`src/rtl/fios_scheduler_if.sv`:
```
// Request/strobe bundle between an FIOS Montgomery datapath controller and its scheduler.
// Signal names keep the scheduler's port directions as suffixes.
interface fios_scheduler_if #(
  parameter int unsigned S     = 8,
  parameter int unsigned PE_NB = 8,
  parameter int unsigned ID_W  = 2
);
  localparam int unsigned IW = $clog2(S);

  logic              req_valid_i;
  logic              req_ready_o;
  logic [ID_W-1:0]   req_id_i;
  logic              abort_i;
  logic              b_fetch_o;
  logic              p_fetch_o;
  logic [IW-1:0]     word_idx_o;
  logic [PE_NB-1:0]  pe_start_o;
  logic              a_shift_o;
  logic              res_push_o;
  logic [IW-1:0]     res_idx_o;
  logic [ID_W-1:0]   res_id_o;
  logic              done_o;
  logic              aborted_o;
  logic              busy_o;

  modport slave (
    input  req_valid_i, req_id_i, abort_i,
    output req_ready_o, b_fetch_o, p_fetch_o, word_idx_o, pe_start_o, a_shift_o,
           res_push_o, res_idx_o, res_id_o, done_o, aborted_o, busy_o
  );

  modport master (
    output req_valid_i, req_id_i, abort_i,
    input  req_ready_o, b_fetch_o, p_fetch_o, word_idx_o, pe_start_o, a_shift_o,
           res_push_o, res_idx_o, res_id_o, done_o, aborted_o, busy_o
  );
endinterface

```
`src/rtl/fios_scheduler.sv`:
```
// Cycle scheduler for an FIOS Montgomery multiplier: sequences operand fetches, PE starts,
// a-register shifts and result pushes over one or more folded passes.
module fios_scheduler #(
  parameter int unsigned S          = 8,
  parameter int unsigned PE_NB      = 8,
  parameter int unsigned PE_DELAY   = 6,
  parameter int unsigned LOOP_DELAY = 0,
  parameter int unsigned RES_OFFSET = 3,
  parameter int unsigned ID_W       = 2
) (
  input logic           clock_i,
  input logic           reset_n_i,
  fios_scheduler_if.slave bus
);

  localparam int unsigned IW        = $clog2(S);
  localparam int unsigned P         = (S + PE_NB - 1) / PE_NB;
  localparam int unsigned T_LOOP    = PE_NB * PE_DELAY + LOOP_DELAY;
  localparam int unsigned T_PASS    = (S + 2 > T_LOOP) ? S + 2 : T_LOOP;
  localparam int unsigned T_R       = (P - 1) * T_PASS + ((S - 1) % PE_NB) * PE_DELAY
                                      + RES_OFFSET;
  localparam int unsigned T_END     = T_R + S;
  localparam int unsigned T_RUN     = P * T_PASS;
  // Results overrunning the last pass keep RUN for the full pass; otherwise DRAIN at t_R.
  localparam int unsigned T_DRAIN   = (T_END > T_RUN) ? T_RUN : T_R;
  localparam int unsigned A_SHIFT_C = (PE_NB - 1) * PE_DELAY + 1;
  localparam int unsigned TW        = $clog2(T_END + 1);
  localparam int unsigned CW        = $clog2(T_PASS);
  localparam int unsigned PW        = $clog2(P + 1);

  typedef enum logic [1:0] {StIdle, StRun, StDrain, StDone} state_e;

  state_e            state_q, state_d;
  logic [TW-1:0]     t_q, t_d;
  logic [CW-1:0]     c_q, c_d;
  logic [PW-1:0]     p_q, p_d;
  logic [ID_W-1:0]   id_q, id_d;

  logic              ready_q, ready_d;
  logic              fetch_q, fetch_d;
  logic [IW-1:0]     widx_q, widx_d;
  logic [PE_NB-1:0]  pe_start_q, pe_start_d;
  logic              a_shift_q, a_shift_d;
  logic              push_q, push_d;
  logic [IW-1:0]     ridx_q, ridx_d;
  logic [ID_W-1:0]   rid_q, rid_d;
  logic              done_q, done_d;
  logic              aborted_q, aborted_d;
  logic              busy_q, busy_d;

  // Next-state: t counts cycles since acceptance, c/p track position within the pass.
  always_comb begin
    state_d   = state_q;
    t_d       = t_q;
    c_d       = c_q;
    p_d       = p_q;
    id_d      = id_q;
    aborted_d = 1'b0;
    unique case (state_q)
      StIdle: begin
        t_d = '0;
        c_d = '0;
        p_d = '0;
        if (bus.req_valid_i && ready_q) begin
          state_d = StRun;
          id_d    = bus.req_id_i;
        end
      end
      StRun, StDrain: begin
        t_d = t_q + 1'b1;
        if (c_q == CW'(T_PASS - 1)) begin
          c_d = '0;
          if (p_q != PW'(P)) p_d = p_q + 1'b1;
        end else begin
          c_d = c_q + 1'b1;
        end
        if (state_q == StRun) begin
          if (t_q == TW'(T_DRAIN - 1)) state_d = StDrain;
        end else if (t_q == TW'(T_END - 1)) begin
          state_d = StDone;
        end
      end
      StDone: state_d = StIdle;
    endcase
    if (bus.abort_i && state_q != StIdle) begin
      state_d   = StIdle;
      t_d       = '0;
      c_d       = '0;
      p_d       = '0;
      aborted_d = 1'b1;
    end
  end

  // Output decode of the next state, registered below.
  logic        active, in_pass;
  int unsigned c_ext, p_ext;

  always_comb begin
    active     = (state_d == StRun) || (state_d == StDrain);
    in_pass    = active && (p_d < PW'(P));
    c_ext      = 32'(c_d);
    p_ext      = 32'(p_d);
    ready_d    = (state_d == StIdle);
    busy_d     = (state_d != StIdle);
    done_d     = (state_d == StDone);
    fetch_d    = in_pass && (c_d < CW'(S));
    widx_d     = fetch_d ? IW'(c_d) : '0;
    pe_start_d = '0;
    for (int unsigned k = 0; k < PE_NB; k++) begin
      pe_start_d[k] = in_pass && (c_ext == k * PE_DELAY) && (p_ext * PE_NB + k < S);
    end
    a_shift_d  = active && (p_ext + 1 < P) && (c_ext == A_SHIFT_C);
    push_d     = active && (t_d >= TW'(T_R)) && (t_d < TW'(T_END));
    ridx_d     = push_d ? IW'(t_d - TW'(T_R)) : '0;
    rid_d      = busy_d ? id_d : '0;
  end

  always_ff @(posedge clock_i) begin
    if (!reset_n_i) begin
      state_q    <= StIdle;
      t_q        <= '0;
      c_q        <= '0;
      p_q        <= '0;
      id_q       <= '0;
      ready_q    <= 1'b0;
      fetch_q    <= 1'b0;
      widx_q     <= '0;
      pe_start_q <= '0;
      a_shift_q  <= 1'b0;
      push_q     <= 1'b0;
      ridx_q     <= '0;
      rid_q      <= '0;
      done_q     <= 1'b0;
      aborted_q  <= 1'b0;
      busy_q     <= 1'b0;
    end else begin
      state_q    <= state_d;
      t_q        <= t_d;
      c_q        <= c_d;
      p_q        <= p_d;
      id_q       <= id_d;
      ready_q    <= ready_d;
      fetch_q    <= fetch_d;
      widx_q     <= widx_d;
      pe_start_q <= pe_start_d;
      a_shift_q  <= a_shift_d;
      push_q     <= push_d;
      ridx_q     <= ridx_d;
      rid_q      <= rid_d;
      done_q     <= done_d;
      aborted_q  <= aborted_d;
      busy_q     <= busy_d;
    end
  end

  assign bus.req_ready_o = ready_q;
  assign bus.b_fetch_o   = fetch_q;
  assign bus.p_fetch_o   = fetch_q;
  assign bus.word_idx_o  = widx_q;
  assign bus.pe_start_o  = pe_start_q;
  assign bus.a_shift_o   = a_shift_q;
  assign bus.res_push_o  = push_q;
  assign bus.res_idx_o   = ridx_q;
  assign bus.res_id_o    = rid_q;
  // An abort arriving in the DONE cycle still wins over the completion pulse.
  assign bus.done_o      = done_q & ~bus.abort_i;
  assign bus.aborted_o   = aborted_q;
  assign bus.busy_o      = busy_q;

endmodule

```
`src/flat_wrapper.sv`:
```
// flat-port wrapper written by rule: the top's interface ports become plain ports
module fios_scheduler_flat 
#(
  parameter int unsigned S          = 8,
  parameter int unsigned PE_NB      = 8,
  parameter int unsigned PE_DELAY   = 6,
  parameter int unsigned LOOP_DELAY = 0,
  parameter int unsigned RES_OFFSET = 3,
  parameter int unsigned ID_W       = 2
)
  (clock_i, reset_n_i, bus_req_valid_i, bus_req_id_i, bus_abort_i, bus_req_ready_o, bus_b_fetch_o, bus_p_fetch_o, bus_word_idx_o, bus_pe_start_o, bus_a_shift_o, bus_res_push_o, bus_res_idx_o, bus_res_id_o, bus_done_o, bus_aborted_o, bus_busy_o);
  fios_scheduler_if #(.S(S), .PE_NB(PE_NB), .ID_W(ID_W)) bus_i ();
  input logic clock_i;
  input logic reset_n_i;
  input wire logic [$bits(bus_i.req_valid_i)-1:0] bus_req_valid_i;
  input wire logic [$bits(bus_i.req_id_i)-1:0] bus_req_id_i;
  input wire logic [$bits(bus_i.abort_i)-1:0] bus_abort_i;
  output wire logic [$bits(bus_i.req_ready_o)-1:0] bus_req_ready_o;
  output wire logic [$bits(bus_i.b_fetch_o)-1:0] bus_b_fetch_o;
  output wire logic [$bits(bus_i.p_fetch_o)-1:0] bus_p_fetch_o;
  output wire logic [$bits(bus_i.word_idx_o)-1:0] bus_word_idx_o;
  output wire logic [$bits(bus_i.pe_start_o)-1:0] bus_pe_start_o;
  output wire logic [$bits(bus_i.a_shift_o)-1:0] bus_a_shift_o;
  output wire logic [$bits(bus_i.res_push_o)-1:0] bus_res_push_o;
  output wire logic [$bits(bus_i.res_idx_o)-1:0] bus_res_idx_o;
  output wire logic [$bits(bus_i.res_id_o)-1:0] bus_res_id_o;
  output wire logic [$bits(bus_i.done_o)-1:0] bus_done_o;
  output wire logic [$bits(bus_i.aborted_o)-1:0] bus_aborted_o;
  output wire logic [$bits(bus_i.busy_o)-1:0] bus_busy_o;
  assign bus_i.req_valid_i = bus_req_valid_i;
  assign bus_i.req_id_i = bus_req_id_i;
  assign bus_i.abort_i = bus_abort_i;
  assign bus_req_ready_o = bus_i.req_ready_o;
  assign bus_b_fetch_o = bus_i.b_fetch_o;
  assign bus_p_fetch_o = bus_i.p_fetch_o;
  assign bus_word_idx_o = bus_i.word_idx_o;
  assign bus_pe_start_o = bus_i.pe_start_o;
  assign bus_a_shift_o = bus_i.a_shift_o;
  assign bus_res_push_o = bus_i.res_push_o;
  assign bus_res_idx_o = bus_i.res_idx_o;
  assign bus_res_id_o = bus_i.res_id_o;
  assign bus_done_o = bus_i.done_o;
  assign bus_aborted_o = bus_i.aborted_o;
  assign bus_busy_o = bus_i.busy_o;
  fios_scheduler #(.S(S), .PE_NB(PE_NB), .PE_DELAY(PE_DELAY), .LOOP_DELAY(LOOP_DELAY), .RES_OFFSET(RES_OFFSET), .ID_W(ID_W)) u_core (.clock_i(clock_i), .reset_n_i(reset_n_i), .bus(bus_i));
endmodule
```
`config.mk`:
```
export PLATFORM = sky130hd
export DESIGN_NAME = fios_scheduler_flat
export DESIGN_NICKNAME = d
export VERILOG_FILES = /design/src/rtl/fios_scheduler_if.sv /design/src/rtl/fios_scheduler.sv /design/src/flat_wrapper.sv
export SDC_FILE = /design/constraint.sdc
export NUM_CORES = 1
export LEC_CHECK = 0
export BUFFER_PORTS_ARGS = -buffer_cell sky130_fd_sc_hd__buf_2
export CELL_PAD_IN_SITES_DETAIL_PLACEMENT = 1
export CELL_PAD_IN_SITES_GLOBAL_PLACEMENT = 2
export CORE_MARGIN = 2
export CORE_UTILIZATION = 23
export DETAILED_ROUTE_END_ITERATION = 8
export MAX_ROUTING_LAYER = met4
export PLACE_DENSITY = 0.63
export RECOVER_POWER = 25
export SLEW_MARGIN = 20
export SYNTH_ARGS = -nofsm -noshare
export SYNTH_HDL_FRONTEND = slang
export SYNTH_SLANG_ARGS = --single-unit
```
`constraint.sdc`:
```
create_clock -name clock_i -period 3.2 [get_ports clock_i]
set_input_delay 0.32 -clock clock_i [delete_from_list [all_inputs] [get_ports clock_i]]
set_output_delay 0.32 -clock clock_i [all_outputs]
set_load 0.05 [all_outputs]
```
==> results.cfg, run 1 <==
[status]
status = complete, no violations

[setup_path]
cp_max_fo = 4
crit_chain = buf_4 > ha_4 > nand3_2 > nor4b_4 > nor3_1 > a311oi_1 > inv_1 > ha_4 > nand2_2 > or2_4 > o32ai_4 > o311ai_4 > buf_6 > nor2_1
cp.arrival_ns = 3.23
crit_required_ns = 3.43
critPathSlowestCell = o32ai_4
critPathKind = reg2reg
slowest_delay_ns = 0.34
crit_path_end_kind = register
cp-start-kind = register
cp_common_cell = ha_4

[layout]
fillers = 913
multi_input_area_um2 = 1040
diodes = 0
final_layout_size_suffix_gt1_share_pct = 21.6
area_delta_synth_final_pct = 27.9
fin_area_um2 = 2310
finalNetCount = 256
regArea_um2 = 782

[global_routing]
antenna_found_initial = 0
overflow = 0
met1_usage_pct = 14.4
grt_use_met2_pct = 19.0
grt_pass1_wl_um = 7740
grt_max_degree = 16
grt_use_total_pct = 11.9
met3_usage_pct = 3.25
top_usage_layer = met2
grt_pass1_vias = 1633

[route]
drc = 0
post_drt_wl_per_cell_um = 13.2
drt-pass1-iter-count = 4
first_iter_violations = 47
detail-route-antenna-nets = 0
viasPerCell = 4.46
wirelength_um = 4520
num_vias = 1529

[power]
powerDensity_nw_per_um2 = 435
p_leak_nw = 0.864
vdd_drop_max_mv = 0.179

[placed_design]
preCtsSetupSlack_ns = -0.157
gp_congestion = 0.798
io_buffers = 28
dp_hpwl_um = 3450
placed_cell_area_um2 = 2120

[timing]
tightest_slew_ns = 0.834
finalHoldViolations = 0
finalMaxSlewViolations = 0
fmax_mhz = 334
slew_headroom_pct = 43.8
timing.final.ws_setup_ns = 0.209
setup_violations = 0
clock_skew_ns = 0.00375
min_period_over_period_pct = 93.5
whs_ns = 0.286
finalCriticalPeriod_ns = 2.99

[clock_network]
cts_hold_buf = 0
cts_tree = built
clock_latency_ns = 0.29
numCtsBuffers = 5
cts_max_path_buffers = 2
cts-root-buf = clkbuf_8
clock_sinks = 39
htreeDepth = 2
clk_pin_slew_ns = 0.08

[run]
maxCapViolCount = 0

[floorplan]
rows = 32
dieWidth_um = 92.6
core-area_um2 = 7650
die_h_um = 92.6
dieArea_um2 = 8570
initial_utilization_pct = 23.6
io_pins = 30

[yosys]
ys_async_sr_fraction_pct = 0
synth_common_cells = dfxtp_1, nor2_1, inv_1, nand2_1
synth_area_leaders = dfxtp_1, ha_1, nor2_1, nor4_1, nor3_1
yosysUniqueCellTypes = 43
yosysMostFrequentCell = dfxtp_1
syn_avg_cell_area_um2 = 9.03
yosysWarnings = 0
yosysTopAreaCell = dfxtp_1
postSynthCellCount = 200
yosysSeqAreaShare_pct = 43.2
synth-main-ff-cell = dfxtp_1
synth_top_area_share_pct = 43.2
synth_nets = 216
synth_seq_cells = 39
synth-edff-count = 0
syn_area_um2 = 1810

[worst_hold_path]
min_path_type = in2reg
[sequential cells by signal, summed over array words and instances (netlist names)]
register and count:
u_core.p_q 1, u_core.bus.res_push_o 1, u_core.done_q 1, u_core.bus.word_idx_o 3
u_core.bus.req_ready_o 1, u_core.bus.b_fetch_o 1, u_core.bus.pe_start_o 8, u_core.bus.res_idx_o 3
u_core.t_q 6, u_core.state_q 2, u_core.c_q 6, u_core.bus.aborted_o 1
u_core.bus.res_id_o 2, u_core.bus.busy_o 1, u_core.id_q 2
[area by class of cell]
cell class	count	share of cell area, %
Sequential cell	39	33.9
Inverter	11	1.79
Multi-Input combinational cell	141	45.1
Clock buffer	6	3.14
Timing Repair Buffer	42	9.97
Clock inverter	2	0.542
Tap cell	102	5.53
[critical path: cells and delay by family, from the launching register on]
family	cells	cell delay, ns
simple gates	6	0.88
compound gates	3	0.84
fa+ha+maj	2	0.45
buf+inv	3	0.44
flops	1	0.33
[cell families after synthesis]
| family | synth area share [%] |
|---|---|
| simple gates | 31.0 |
| flops | 43.2 |
| compound gates | 9.29 |
| buf+inv | 5.13 |
| fa+ha+maj | 6.93 |
| xor+xnor | 2.43 |
| mux | 1.73 |
| other cells | 0.208 |
[report_power, final]
part,total (mW),switching (mW),internal [mW]
registers,0.504,0.00616,0.498
clock network,0.329,0.177,0.152
logic,0.171,0.110,0.0608
[final timing paths]
path	from	endpoint	slack, ns	cells after the start
max reg2reg	u_core.state_q[0]$_SDFF_PN0_	u_core.bus.pe_start_o[0]$_SDFF_PN0_	0.21	14
min	bus_req_id_i[0]	u_core.id_q[0]$_SDFF_PN0_	0.29	3
min reg2reg	u_core.p_q$_SDFF_PN0_	u_core.p_q$_SDFF_PN0_	0.49	2
max	u_core.state_q[0]$_SDFF_PN0_	u_core.bus.pe_start_o[0]$_SDFF_PN0_	0.21	14
[through the flow]
stage               cells  TNS [ns]  utilization, %  total power [mW]
global placement      334         0            27.7             0.667
detailed placement    334    -0.726            27.7             0.668
global route          343  -0.00524            30.2              1.06
CTS                   342         0            29.1              1.01
finish                343         0            30.2              1.00
floorplan             200         0               -             0.621
[routing by layer]
layer	vias to the layer above	part of all wire [%]
met3	7	2.9
met4	0	2.0
li1	778	-
met2	20	46
met5	-	0
met1	724	49
[cell usage in the layout, fill, tap and decap left out, drive strengths merged, types with 2 or more instances in the layout]
cell type / instances
o21ai: 4
ha: 10
nand4b: 4
nand4: 2
nand2b: 6
xnor2: 2
o21a: 2
nor2: 25
nand3: 7
nor3: 10
nor3b: 6
a21oi: 6
xor2: 3
nand2: 11
dfxtp: 39
nor2b: 6
inv: 11
and3: 2
clkbuf: 21
nor4b: 3
o31ai: 2
a311oi: 2
and2: 4
mux2i: 2
buf: 27
nor4: 9
[what timing repair did]
item | in CTS | in global routing
setup buffers | 0 | 1
pin swaps | 0 | 4
resized for setup | 3 | 16
endpoints found under the setup margin | 8 | 12
(Power assumes the default switching activity.)
==> inputs of run 2 (changes only) <==
- ABC_CLOCK_PERIOD_IN_PS: default -> 2720
- REMOVE_ABC_BUFFERS: default -> 1
- clock period: 3.2 -> 2.72 ns (I/O delays scaled with it)
==> run 2 against run 1 <==
Compared with the run above: the run now ends with setup timing left; register-to-register slack worse by 0.29 ns; sequential power rose by 18%; clock power up 34%; count of clock-buffer cells in the layout is 2 higher; sequential cell count unchanged; critical path type unchanged; critical endpoint is now u_core.bus.word_idx_o[2]$_SDFF_PN0_; largest power group unchanged; highest routed layer unchanged.
==> results.cfg, run 2 (synthesized netlist as in run 1, its figures left out) <==
[timing]
clock_skew_ns = 0.00838
finalHoldViolations = 0
fmax_mhz = 357
rsz0062_at_grt = true
tns_ns = -0.502
min_period_over_period_pct = 103
slew_headroom_pct = 54.8
finalCriticalPeriod_ns = 2.80
setup_violations = 11
timing.final.ws_setup_ns = -0.0781
tightest_slew_ns = 0.672
finalMaxSlewViolations = 0

[setup_path]
critPathKind = reg2reg
crit_path_end_kind = register
cp.arrival_ns = 3.04
crit_required_ns = 2.96
rr_worst_depth = 15
cp-start-kind = register
slowest_delay_ns = 0.36
cp_max_fo = 4
critPathSlowestCell = dfxtp_2
crit_chain = inv_4 > ha_4 > nand2b_4 > nor4_4 > nor3_2 > a311oi_2 > inv_1 > ha_4 > nand2_4 > or2_4 > o32ai_4 > buf_6 > o311ai_4 > buf_6 > nor2_1

[placed_design]
io_buffers = 28
dp_hpwl_um = 3650
preCtsSetupSlack_ns = -0.493
gp_congestion = 0.736

[power]
p_leak_nw = 0.990
vdd_drop_max_mv = 0.308
pwr-share-seq_pct = 46.6
report.power.total_mw = 1.28
clock_power_share_pct = 34.5
switching_share_pct = 28.1
p_int_mw = 0.917
power_switching_mw = 0.359
powerDensity_nw_per_um2 = 500
p_comb_share_pct = 18.9

[global_routing]
grt_pass1_wl_um = 8490
overflow = 0
antenna_found_initial = 0
grt_max_degree = 16
grt_pass1_vias = 1689
grt_use_total_pct = 13.2

[worst_hold_path]
min_path_type = in2reg
whs_path_depth = 3

[status]
status = complete, but fails checks
violations = setup timing

[clock_network]
cts_tree = built
clk_pin_slew_ns = 0.08
cts_hold_buf = 0
clock_latency_ns = 0.30
htreeDepth = 2
clock_sinks = 39
cts_max_path_buffers = 2
cts-root-buf = clkbuf_8
numCtsBuffers = 5

[run]
maxCapViolCount = 0

[route]
post_drt_wl_per_cell_um = 14.0
detail-route-antenna-nets = 0
viasPerCell = 4.50
num_vias = 1624
wirelength_um = 5050
drt-pass1-iter-count = 4
first_iter_violations = 71
drc = 0

[layout]
final_cell_mix = dfxtp_1, buf_4, nor2_1
largest_register_ffs = 8
area_delta_synth_final_pct = 41.3
fillers = 898
final_layout_size_suffix_gt1_share_pct = 34.4
diodes = 0
layout_commonest_cell = dfxtp_1
finalNetCount = 274

[floorplan]
io_pins = 30
core-area_um2 = 7650
initial_utilization_pct = 23.6
die_h_um = 92.6
dieWidth_um = 92.6
dieArea_um2 = 8570
rows = 32
-- run 2: cell types whose count changed in the layout (fill, tap and decap cells not counted), moves of 2 or more --
cell	delta
clkbuf_1	-3
nor3_2	+3
inv_1	-3
buf_6	+2
a311oi_2	+2
nor3_1	-3
nor2_1	-4
buf_4	+16
a311oi_1	-2
nor2_2	+3
buf_2	+3
clkbuf_8	+2
inv_2	+2
-- run 2: layer usage --
layer	vias to the layer above	global-route usage (%)	wire (um)
li1	811	-	-
met1	785	17.2	2510
met2	23	20.2	2310
met3	5	3.42	158
met4	0	3.73	68
met5	-	-	0
-- run 2: worst paths after layout --
| check | startpoint | endpoint | slack [ns] |
|---|---|---|---|
| setup / recovery | u_core.state_q[1]$_SDFF_PN0_ | u_core.bus.word_idx_o[2]$_SDFF_PN0_ | -0.08 |
| hold / removal | bus_req_id_i[1] | u_core.id_q[1]$_SDFF_PN0_ | 0.23 |
| setup reg to reg | u_core.state_q[1]$_SDFF_PN0_ | u_core.bus.word_idx_o[2]$_SDFF_PN0_ | -0.08 |
| hold reg to reg | u_core.id_q[0]$_SDFF_PN0_ | u_core.id_q[0]$_SDFF_PN0_ | 0.50 |
-- run 2: worst max-delay path, delay by kind of cell (launching register included) --
| family | cells | cell delay (ns) |
|---|---|---|
| AOI/OAI and AO/OA | 3 | 0.57 |
| adders and majority gates | 2 | 0.45 |
| buffers and inverters | 4 | 0.47 |
| DFF | 1 | 0.36 |
| and+or+nand+nor | 6 | 0.90 |
-- run 2: metrics by stage --
stage / utilization, % / cell area, um2 / hold slack (ns) / instances
after floorplan: - / 1750 / 0.394 / 191
final: 33.4 / 2550 / 0.227 / 361
after detailed placement: 29.2 / 2230 / 0.485 / 349
after global routing: 33.4 / 2550 / 0.245 / 361
after global placement: 29.2 / 2230 / 0.468 / 349
after CTS: 32.8 / 2510 / 0.222 / 359
-- run 2: timing repair --
item,in CTS,in global routing
pin swaps,11,8
hold endpoints to repair,0,0
gates cloned,0,0
endpoints found under the setup margin,12,16
gates resized for setup,30,11
setup buffers,2,2
-- run 2: area by class of cell --
cell class	count	area (um2)	area share [%]
timing repair buffer	60	377	14.8
tap	102	128	5.00
sequential	39	783	30.7
clock buffer	8	100	3.92
multi-input combinational	141	1120	43.9
inverter	11	43.8	1.72
-- run 2: power groups by stage --
stage | clock network [mW] | registers [mW] | logic, mW
floorplan | 0 | 0.651 | 0.0714
global placement | 0 | 0.606 | 0.194
detailed placement | 0 | 0.606 | 0.195
CTS | 0.461 | 0.594 | 0.231
global route | 0.484 | 0.597 | 0.262
finish | 0.440 | 0.594 | 0.241
==> inputs of run 3 (changes only) <==
- ABC_CLOCK_PERIOD_IN_PS: 2720 -> 2800
- PLACE_DENSITY: 0.63 -> 0.61
- clock period: 2.72 -> 2.8 ns (I/O delays scaled with it)
==> run 3 against run 2 <==
Compared with the run above: the run still ends with setup timing left; clock power fell by 18%; final area rose by 3.8%; sequential power fell by 3%; worst hold slack improved by 0.032 ns; combinational power fell by 4%.
==> results.cfg, run 3 (synthesized netlist as in run 1, its figures left out) <==
[timing]
rsz0062_at_grt = true
timing.final.ws_setup_ns = -0.0287
finalMaxSlewViolations = 0
min_period_over_period_pct = 101
finalCriticalPeriod_ns = 2.83
fmax_mhz = 354
finalHoldViolations = 0
tightest_slew_ns = 0.712
setup_violations = 4
clock_skew_ns = 0.00518
slew_headroom_pct = 52.1

[layout]
finalNetCount = 288
fin_area_um2 = 2650
layout.cells.non_filler = 375
area_delta_synth_final_pct = 46.6
final_util_pct = 34.6
final_layout_size_suffix_gt1_share_pct = 37.7
final_cell_mix = buf_4, dfxtp_1, nor2_1
largest_register_ffs = 8
fillers = 897
layout_commonest_cell = buf_4
diodes = 0

[placed_design]
placed_cells = 349
placed_cell_area_um2 = 2230
io_buffers = 28
dp_hpwl_um = 3600
gp_congestion = 0.775

[setup_path]
crit_buf_inv = 4
cp-start-kind = register
slowest_delay_ns = 0.36
cp_max_fo = 4
critPathKind = reg2reg
cp.depth = 15
crit_family = simple AND/OR/NAND/NOR gates
crit_path_end_kind = register
critPathSlowestCell = dfxtp_4
crit_required_ns = 3.02
rr_worst_depth = 15
cp.arrival_ns = 3.05
crit_chain = inv_2 > ha_4 > nand3_4 > nor4_4 > a311oi_1 > nor3_1 > inv_1 > ha_4 > nand2_2 > or2_4 > o32ai_4 > buf_6 > o311ai_4 > buf_6 > nor2_2

[power]
p_comb_share_pct = 19.8
vdd_drop_max_mv = 0.245
pwr-share-seq_pct = 49.2
p_int_mw = 0.839
power_switching_mw = 0.333
clock_power_share_pct = 31.0
report.power.total_mw = 1.17
p_leak_nw = 1.05
switching_share_pct = 28.4
powerDensity_nw_per_um2 = 443

[global_routing]
overflow = 0
grt_pass1_wl_um = 8170
antenna_found_initial = 0
grt_use_total_pct = 12.5
grt_max_degree = 21
grt_pass1_vias = 1667

[floorplan]
initial_utilization_pct = 23.6
core-area_um2 = 7650
die_h_um = 92.6
dieArea_um2 = 8570
dieWidth_um = 92.6
io_pins = 30
rows = 32

[route]
post_drt_wl_per_cell_um = 13.6
drt-pass1-iter-count = 4
detail-route-antenna-nets = 0
viasPerCell = 4.44
first_iter_violations = 83
num_vias = 1664
drc = 0
wirelength_um = 5110

[status]
violations = setup timing
status = complete, but fails checks

[clock_network]
clock_sinks = 39
numCtsBuffers = 5
cts-root-buf = clkbuf_8
clock_latency_ns = 0.28
cts_tree = built
clk_pin_slew_ns = 0.07
cts_max_path_buffers = 2
cts_hold_buf = 0
htreeDepth = 2

[run]
maxCapViolCount = 0

[worst_hold_path]
whs_path_depth = 3
min_path_type = in2reg
[run 3: cell type report]
cell class	count	area, um2	area share, %
Multi-Input combinational cell	141	1120	42.5
Clock inverter	1	5.00	0.189
Tap cell	102	128	4.82
Clock buffer	7	76.3	2.88
Timing Repair Buffer	74	482	18.2
Inverter	11	43.8	1.65
Sequential cell	39	788	29.8
[run 3: power groups by stage]
stage / Sequential, mW / Clock (mW) / Combinational (mW)
after floorplan: 0.633 / 0 / 0.0694
after global placement: 0.589 / 0 / 0.188
after detailed placement: 0.589 / 0 / 0.189
after CTS: 0.577 / 0.388 / 0.214
after global routing: 0.579 / 0.402 / 0.252
final: 0.577 / 0.363 / 0.232
[run 3: through the flow]
| stage | worst slack [ns] | hold WS, ns | setup TNS, ns |
|---|---|---|---|
| 4_1_cts | -0.109 | 0.250 | -0.632 |
| 2_1_floorplan | -0.327 | 0.402 | -2.03 |
| 6_report | -0.0287 | 0.259 | -0.0785 |
| 3_5_place_dp | -0.368 | 0.470 | -3.64 |
| 5_1_grt | -0.176 | 0.283 | -1.77 |
| 3_3_place_gp | -0.272 | 0.466 | -2.48 |
[run 3: timing repair]
item / 4_1_cts / 5_1_grt
gates resized for setup: 30 / 14
pin swaps: 9 / 6
endpoints found under the setup margin: 12 / 13
buffers inserted: 14 / 5
[run 3: worst paths after layout]
kind | startpoint | slack, ns | to
max | u_core.t_q[0]$_SDFF_PN0_ | -0.03 | u_core.bus.pe_start_o[1]$_SDFF_PN0_
min | bus_req_id_i[1] | 0.26 | u_core.id_q[1]$_SDFF_PN0_
max reg2reg | u_core.t_q[0]$_SDFF_PN0_ | -0.03 | u_core.bus.pe_start_o[1]$_SDFF_PN0_
min reg2reg | u_core.id_q[1]$_SDFF_PN0_ | 0.50 | u_core.id_q[1]$_SDFF_PN0_
[run 3: per-layer routing]
layer  vias to the layer above  wire length [um]  GRT usage [%]
li1                        845                 -              -
met1                       794              2500           16.4
met2                        21              2410           19.7
met3                         4               141           2.52
met4                         0                55           3.73
met5                         -                 0              -
[run 3: tightest hold or removal path, cell delays in order]
cell     delay [ns]
buf_2          0.07
mux2i_1        0.07
nor2_1         0.08
